[config.mk]
export PLATFORM = sky130hd
export DESIGN_NAME = cache_mem_arbiter
export DESIGN_NICKNAME = d
export VERILOG_FILES = /design/src/rtl/cache_mem_arbiter.sv
export SDC_FILE = /design/constraint.sdc
export NUM_CORES = 1
export LEC_CHECK = 0
export CAP_MARGIN = 30
export CORE_UTILIZATION = 23
export CTS_CLUSTER_SIZE = 10
export DETAILED_ROUTE_END_ITERATION = 8
export GPL_TIMING_DRIVEN = 0
export PLACE_DENSITY_LB_ADDON = 0.3
export SYNTH_ARGS = -nofsm -noshare
export SYNTH_HDL_FRONTEND = slang
export SYNTH_SLANG_ARGS = --single-unit
[constraint.sdc]
create_clock -name clk -period 2.15 [get_ports clk]
set_input_delay 0.43 -clock clk [delete_from_list [all_inputs] [get_ports clk]]
set_output_delay 0.43 -clock clk [all_outputs]
set_load 0.05 [all_outputs]
[src/rtl/cache_mem_arbiter.sv]
// ---------------------------------------------------------------------------
// cache_mem_arbiter
//
// Purpose:
//   Single-ported arbiter in front of the 4-cycle pipelined main memory. It
//   serves three requesters: the I-cache fill FSM, the D-cache fill FSM and
//   D-cache write-through stores. A fill grant is held until a full line of
//   WORDS_PER_LINE beats has returned. Memory read data and valid are routed
//   only to the granted fill FSM.
//
// Ports:
//   clk, rst_n          system clock, asynchronous active-low reset
//   icache_miss/_addr   I-cache fill request (level) and read address
//   dcache_miss/_addr   D-cache fill request (level) and read address
//   dcache_wr_*         write-through store request (level, held to wr_ack)
//   mem_data_out/_valid memory read data and valid
//   mem_addr/enable/wr  memory command
//   mem_data_in         memory write data
//   icache/dcache_grant owner of memory (gates each FSM's miss_detected)
//   *_data_valid        routed read valid for the granted FSM
//   fill_data           read data passthrough, shared by both FSMs
//   wr_ack              one-cycle store-complete pulse
//   arb_busy            arbiter not idle
// ---------------------------------------------------------------------------
module cache_mem_arbiter #(
    parameter int ADDR_W         = 16,
    parameter int DATA_W         = 16,
    parameter int WORDS_PER_LINE = 8
) (
    input  logic              clk,
    input  logic              rst_n,
    input  logic              icache_miss,
    input  logic [ADDR_W-1:0] icache_mem_addr,
    input  logic              dcache_miss,
    input  logic [ADDR_W-1:0] dcache_mem_addr,
    input  logic              dcache_wr_req,
    input  logic [ADDR_W-1:0] dcache_wr_addr,
    input  logic [DATA_W-1:0] dcache_wr_data,
    input  logic [DATA_W-1:0] mem_data_out,
    input  logic              mem_data_valid,
    output logic [ADDR_W-1:0] mem_addr,
    output logic              mem_enable,
    output logic              mem_wr,
    output logic [DATA_W-1:0] mem_data_in,
    output logic              icache_grant,
    output logic              dcache_grant,
    output logic              icache_data_valid,
    output logic              dcache_data_valid,
    output logic [DATA_W-1:0] fill_data,
    output logic              wr_ack,
    output logic              arb_busy
);

    localparam logic [1:0] ST_IDLE  = 2'd0;
    localparam logic [1:0] ST_IFILL = 2'd1;
    localparam logic [1:0] ST_DFILL = 2'd2;
    localparam logic [1:0] ST_WRITE = 2'd3;

    localparam logic SRC_I = 1'b0;
    localparam logic SRC_D = 1'b1;

    localparam int              CNT_W     = (WORDS_PER_LINE > 1) ? $clog2(WORDS_PER_LINE) : 1;
    localparam logic [CNT_W-1:0] LAST_BEAT = CNT_W'(WORDS_PER_LINE - 1);

    logic [1:0]       state_q, state_d;
    logic [CNT_W-1:0] beat_cnt_q, beat_cnt_d;
    logic             last_served_q, last_served_d;

    // Next-state logic.
    always_comb begin
        // NOTE: every variable gets a default before the case so no path
        // leaves it unassigned, which would otherwise infer a latch.
        state_d       = state_q;
        beat_cnt_d    = beat_cnt_q;
        last_served_d = last_served_q;

        unique case (state_q)
            ST_IDLE: begin
                // Stores go first; with both misses pending, the requester
                // that was not served last wins, so neither can starve.
                if (dcache_wr_req) begin
                    state_d = ST_WRITE;
                end else if (icache_miss && dcache_miss) begin
                    state_d = (last_served_q == SRC_I) ? ST_DFILL : ST_IFILL;
                end else if (dcache_miss) begin
                    state_d = ST_DFILL;
                end else if (icache_miss) begin
                    state_d = ST_IFILL;
                end
            end

            ST_IFILL, ST_DFILL: begin
                // The miss request is deliberately not consulted here: once
                // a fill starts, its beats are already in flight in the
                // memory pipeline and the line must be drained.
                if (mem_data_valid) begin
                    if (beat_cnt_q == LAST_BEAT) begin
                        beat_cnt_d    = '0;
                        last_served_d = (state_q == ST_IFILL) ? SRC_I : SRC_D;
                        state_d       = ST_IDLE;
                    end else begin
                        beat_cnt_d = beat_cnt_q + 1'b1;
                    end
                end
            end

            ST_WRITE: state_d = ST_IDLE;

            default: state_d = ST_IDLE;
        endcase
    end

    // NOTE: sequential state uses non-blocking assignments so every register
    // samples the values from before the edge, independent of block order.
    always_ff @(posedge clk or negedge rst_n) begin
        if (!rst_n) begin
            state_q       <= ST_IDLE;
            beat_cnt_q    <= '0;
            last_served_q <= SRC_I;
        end else begin
            state_q       <= state_d;
            beat_cnt_q    <= beat_cnt_d;
            last_served_q <= last_served_d;
        end
    end

    // Outputs are decoded from the state register only, so reset clears
    // them immediately and grants appear one cycle after the request.
    always_comb begin
        mem_addr          = '0;
        mem_enable        = 1'b0;
        mem_wr            = 1'b0;
        mem_data_in       = '0;
        icache_grant      = 1'b0;
        dcache_grant      = 1'b0;
        icache_data_valid = 1'b0;
        dcache_data_valid = 1'b0;
        wr_ack            = 1'b0;

        unique case (state_q)
            ST_IFILL: begin
                icache_grant      = 1'b1;
                mem_addr          = icache_mem_addr;
                mem_enable        = 1'b1;
                icache_data_valid = mem_data_valid;
            end
            ST_DFILL: begin
                dcache_grant      = 1'b1;
                mem_addr          = dcache_mem_addr;
                mem_enable        = 1'b1;
                dcache_data_valid = mem_data_valid;
            end
            ST_WRITE: begin
                mem_addr    = dcache_wr_addr;
                mem_data_in = dcache_wr_data;
                mem_enable  = 1'b1;
                mem_wr      = 1'b1;
                wr_ack      = 1'b1;
            end
            default: ;
        endcase
    end

    assign fill_data = mem_data_out;
    assign arb_busy  = (state_q != ST_IDLE);

endmodule

* Yosys cells after proc, flatten, opt, wreduce, memory -nomap -nowiden
Index checks and enable logic that the tools add are counted.
** Cells by class
- Add/sub/neg operators :: 1
- Multiplexer cells :: 18
- Reduce and logical (&&, ||, !) cells :: 8
- Equal/unequal tests :: 7
** Operators by type and width (count)
- one-hot mux 16 bit (3 select lines) :: 1
- two-way mux 16 bit :: 1
- two-way mux 2 bit :: 7
- two-way mux 1 bit :: 7
- one-hot mux 2 bit (3 select lines) :: 1
- AND reduction 3 bit :: 2
- inequality test 5 bit, second input constant :: 1
- equality test 2 bit, second input constant :: 2
- inequality test 2 bit, second input constant :: 2
- adder 3 x 1 -> 3 bit, second input constant :: 1
- equality test 3 bit, second input constant :: 1
- two-way mux 3 bit :: 1
- OR reduction 3 bit :: 1
- equality test 2 x 1 -> 1 bit, second input constant :: 1
- logical NOT 2 bit :: 1
- AND reduction 2 bit :: 1
- nonzero test 2 bit :: 1
- OR reduction 2 bit :: 1
- logical AND 1 bit :: 1
** Storage, ports and cells
- Flip-flop bits (word level) :: 6
- Word-level logic and storage cells :: 37
- Input port bits :: 86
- Output and inout bits :: 56

* Depth between registers and ports, before layout
- Word-level depth :: 5
- Mapped depth :: 6

* Worst setup path after synthesis
No wires, ideal clock.
- Path kind :: register to output
- From :: register state_q[1]
- To :: output port mem_addr[12]
- Arrival time :: 2.179 ns
- Data required time :: 1.720 ns
- Buffers on the path :: 2
- Stages on the path, launching flop included :: 7
- Setup slack :: -0.459 ns
- Path through :: dfrtp_1 inv_1 ha_1 buf_2 buf_2 a222oi_1 nor2_1
** Between the ends
- Longest elaborated chain between the ends :: 2
- Elaborated cells between the ends (all ways) :: 4
- Those cells by class :: eq/ne: 3; mux: 1
** RTL lines
- start: declaration :: line 65 : logic [1:0] state_q, state_d;
- start signal: assignment :: line 121 : state_q <= state_d;
- equality test 2 bit / equality test 2 x 1 -> 1 bit (equally long branches) :: line 140 : unique case (state_q)
- one-hot mux 16 bit (3 select lines) (*) :: line 140
- end: declaration :: line 41 : output logic [ADDR_W-1:0] mem_addr,
Mark *: on every way between the ends. The rest lies on a longest branch, timed or not.

* Worst setup path after layout
- From :: register state_q[1]
- To :: output port mem_addr[4]
The elaborated chain is that of the path after synthesis.

==> results.py <==
metrics = {
    "status": {
        "status": "finished, violations left",
        "violations": "setup timing",
    },
    "clock_tree": {
        "clockBufferDepth": 2,
        "clock_latency_ns": 0.22,
        "cts_sinks": 6,
        "cts_tree": "built",
        "cts_made_buffers": 3,
        "holdBufCountCts": 0,
        "ctsHtreeMaxLevel": 1,
        "root_buffer": "clkbuf_8",
        "path_clk_slew_ns": 0.04,
    },
    "grt": {
        "grt_max_degree": 11,
        "antenna_found_initial": 0,
        "overflow": 0,
        "grt_pass1_vias": 1149,
        "grt_pass1_wl_mm": 5.75,
        "grt_usage_pct": 17.2,
    },
    "worst_setup_path": {
        "cpMaxStageDelayCell": "dfrtp_2",
        "required_ns": 1.72,
        "path_class": "reg -> out",
        "r2r-start": "state_q[0]",
        "critPathArrivalTime_ns": 1.79,
        "path_buf_inv": 3,
        "max_stage_delay_ns": 0.44,
        "startpoint": "state_q[1]",
        "end_kind": "output port",
        "cp_top_family": "buffers and inverters",
        "path_common_cell": "buf_6",
        "cp-start-kind": "flip-flop",
        "path_max_fanout": 9,
        "cp_cell_sequence": "buf_6, ha_4, buf_6, a222oi_1, nor2_4, buf_8",
    },
    "floorplan": {
        "initial_core_util_pct": 24.5,
        "dieArea_sq_um": 4280,
        "die_h_um": 65.4,
        "rows": 22,
        "num_io_pins": 142,
        "core_sq_um": 3770,
        "die_w_um": 65.4,
    },
    "placement": {
        "post-dp-hpwl_mm": 3.30,
        "portBuffers": 125,
        "gp_congestion": 0.762,
        "placed_cells": 282,
    },
    "synthesis": {
        "syn_avg_cell_area_sq_um": 8.48,
        "yosysWarningCount": 0,
        "synth_seq_cells": 6,
        "netlist.area_leader.share_pct": 17.3,
        "syn-instance-count": 109,
        "netlist_top_cells_area": "a222oi_1 (17%), dfrtp_1 (16%), buf_4 (15%)",
        "synth.distinct_cells": 23,
        "syn_area_sq_um": 925,
        "ys_seq_area_share_pct": 16.2,
        "syn_nets": 203,
        "synth_area_leader_cell": "a222oi_1",
    },
    "power": {
        "leakage_nw": 1.13,
        "p_per_area_nw_per_um2": 1320,
        "p_total_mw": 3.29,
        "ir_worst_vdd_v": 0.000717,
    },
    "sta": {
        "setup_viol": 11,
        "relSlewSlack_pct": 62.9,
        "finalCriticalPeriod_ns": 2.22,
        "fin_ws_ns": -0.0691,
        "fin_skew_ns": 0.00105,
        "drv_slew": 0,
        "max_freq_mhz": 451,
        "rsz0062_at_grt": "true",
        "post-route-period-util_pct": 103,
        "worst_slew_pin_slew_ns": 0.556,
        "hold_violations": 0,
    },
    "job": {
        "maxCapViolCount": 0,
    },
    "routing": {
        "drt-total-wl_mm": 4.25,
        "vias": 1352,
        "antenna_left": 0,
        "drt-pass1-iter-count": 4,
        "drtIter0Drc": 111,
        "vias_per_cell": 4.58,
        "drc": 0,
        "wl_per_cell_um": 14.4,
    },
    "finish": {
        "layout_common_cells": "clkdlybuf4s50_1 (85), buf_4 (28), and2_1 (17), a222oi_1 (16)",
        "fin_util_pct": 66.1,
        "final_common_cell": "clkdlybuf4s50_1",
        "areaGrowthSynthToFinish_pct": 170,
        "layout-drive-gt1-share_pct": 39.3,
        "diodes": 0,
        "nNetsFinal": 343,
        "fin_cells": 295,
    },
    "worst_hold_path": {
        "hp-class": "in -> async",
    },
}
-- cells in the mapped netlist, drive strengths merged --
| master | n |
|---|---|
| a21bo | 1 |
| a21boi | 1 |
| a21o | 1 |
| a222oi | 16 |
| and2 | 18 |
| buf | 24 |
| clkbuf | 1 |
| dfrtp | 6 |
| ha | 8 |
| inv | 4 |
| mux2 | 2 |
| mux2i | 1 |
| nand2 | 2 |
| nand3 | 1 |
| nor2 | 17 |
| nor2b | 1 |
| nor3 | 1 |
| nor4b | 1 |
| o21ai | 2 |
| o32ai | 1 |
-- per-stage QoR --
stage | hold slack [ns] | cell area, sq um | setup TNS, ns | setup WS (ns)
after CTS | 0.452 | 2360 | -1.07 | -0.190
after global routing | 0.477 | 2490 | -1.27 | -0.142
after detailed placement | 0.490 | 2320 | -10.28 | -0.539
final | 0.445 | 2490 | -0.423 | -0.0691
after global placement | 0.478 | 2320 | -10.17 | -0.534
after floorplan | 0.134 | 1010 | 0 | 0.0374
-- per-layer routing --
layer  part of all wire [%]  wire length, um  GRT usage (%)
met4                      0                0           1.63
met3                    9.6              408           4.51
met1                     37             1580           19.7
met5                      0                0              0
met2                     53             2270           32.5
-- kinds of logic after synthesis --
kind of cell               count (synthesis)  share of synthesized area, %
and+or+nand+nor                           41                          25.3
buffers and inverters                     29                          21.2
AOI/OAI and AO/OA                         22                          22.9
adders and majority gates                  8                          10.8
DFF                                        6                          16.2
muxes                                      3                          3.52
-- where the power goes --
part | switching (mW) | internal (mW) | total (mW)
logic | 1.71 | 1.17 | 2.88
clock network | 0.0505 | 0.120 | 0.171
registers | 0.0598 | 0.175 | 0.234
total | 1.82 | 1.47 | 3.29
-- registers in the layout (all words and copies together) (netlist names) --
| register | flops |
|---|---|
| state_q | 2 |
| beat_cnt_q | 3 |
| last_served_q | 1 |
-- worst register-to-register path: cells and delay by family (launching register included) --
kind | cells | cell delay (ns)
fa+ha+maj | 1 | 0.31
flops | 1 | 0.43
buf+inv | 2 | 0.23
simple gates | 1 | 0.17
mux | 1 | 0.19
compound gates | 1 | 0.16
-- worst paths after layout --
| kind | slack [ns] | to | depth (start not counted) |
|---|---|---|---|
| worst max-delay path | -0.07 | mem_addr[4] | 6 |
| worst min-delay path | 0.44 | beat_cnt_q[2] | 1 |
| worst max register to register | 0.57 | state_q[0] | 6 |
| worst min register to register | 0.49 | beat_cnt_q[1] | 1 |
| max in group asynchronous | 1.47 | state_q[0] | 1 |
| min in group clk | 0.49 | beat_cnt_q[1] | 1 |
-- area by class of cell --
type	count	area [sq um]
Buffer	22	186
Clock buffer	3	41.3
Fill cell	319	1280
Inverter	4	15.0
Multi-Input combinational cell	74	704
Sequential cell	6	153
Tap cell	48	60.1
Timing Repair Buffer	138	1330
-- timing repair --
| item | CTS | global route |
|---|---|---|
| pin swaps | 8 | 12 |
| buffers inserted | 1 | 10 |
| resized for setup | 159 | 52 |
| endpoints found under the setup margin | 40 | 34 |
| gates cloned | 0 | 2 |
| hold endpoints to repair | 0 | 0 |
No activity file was read; power rests on OpenSTA's default activity.
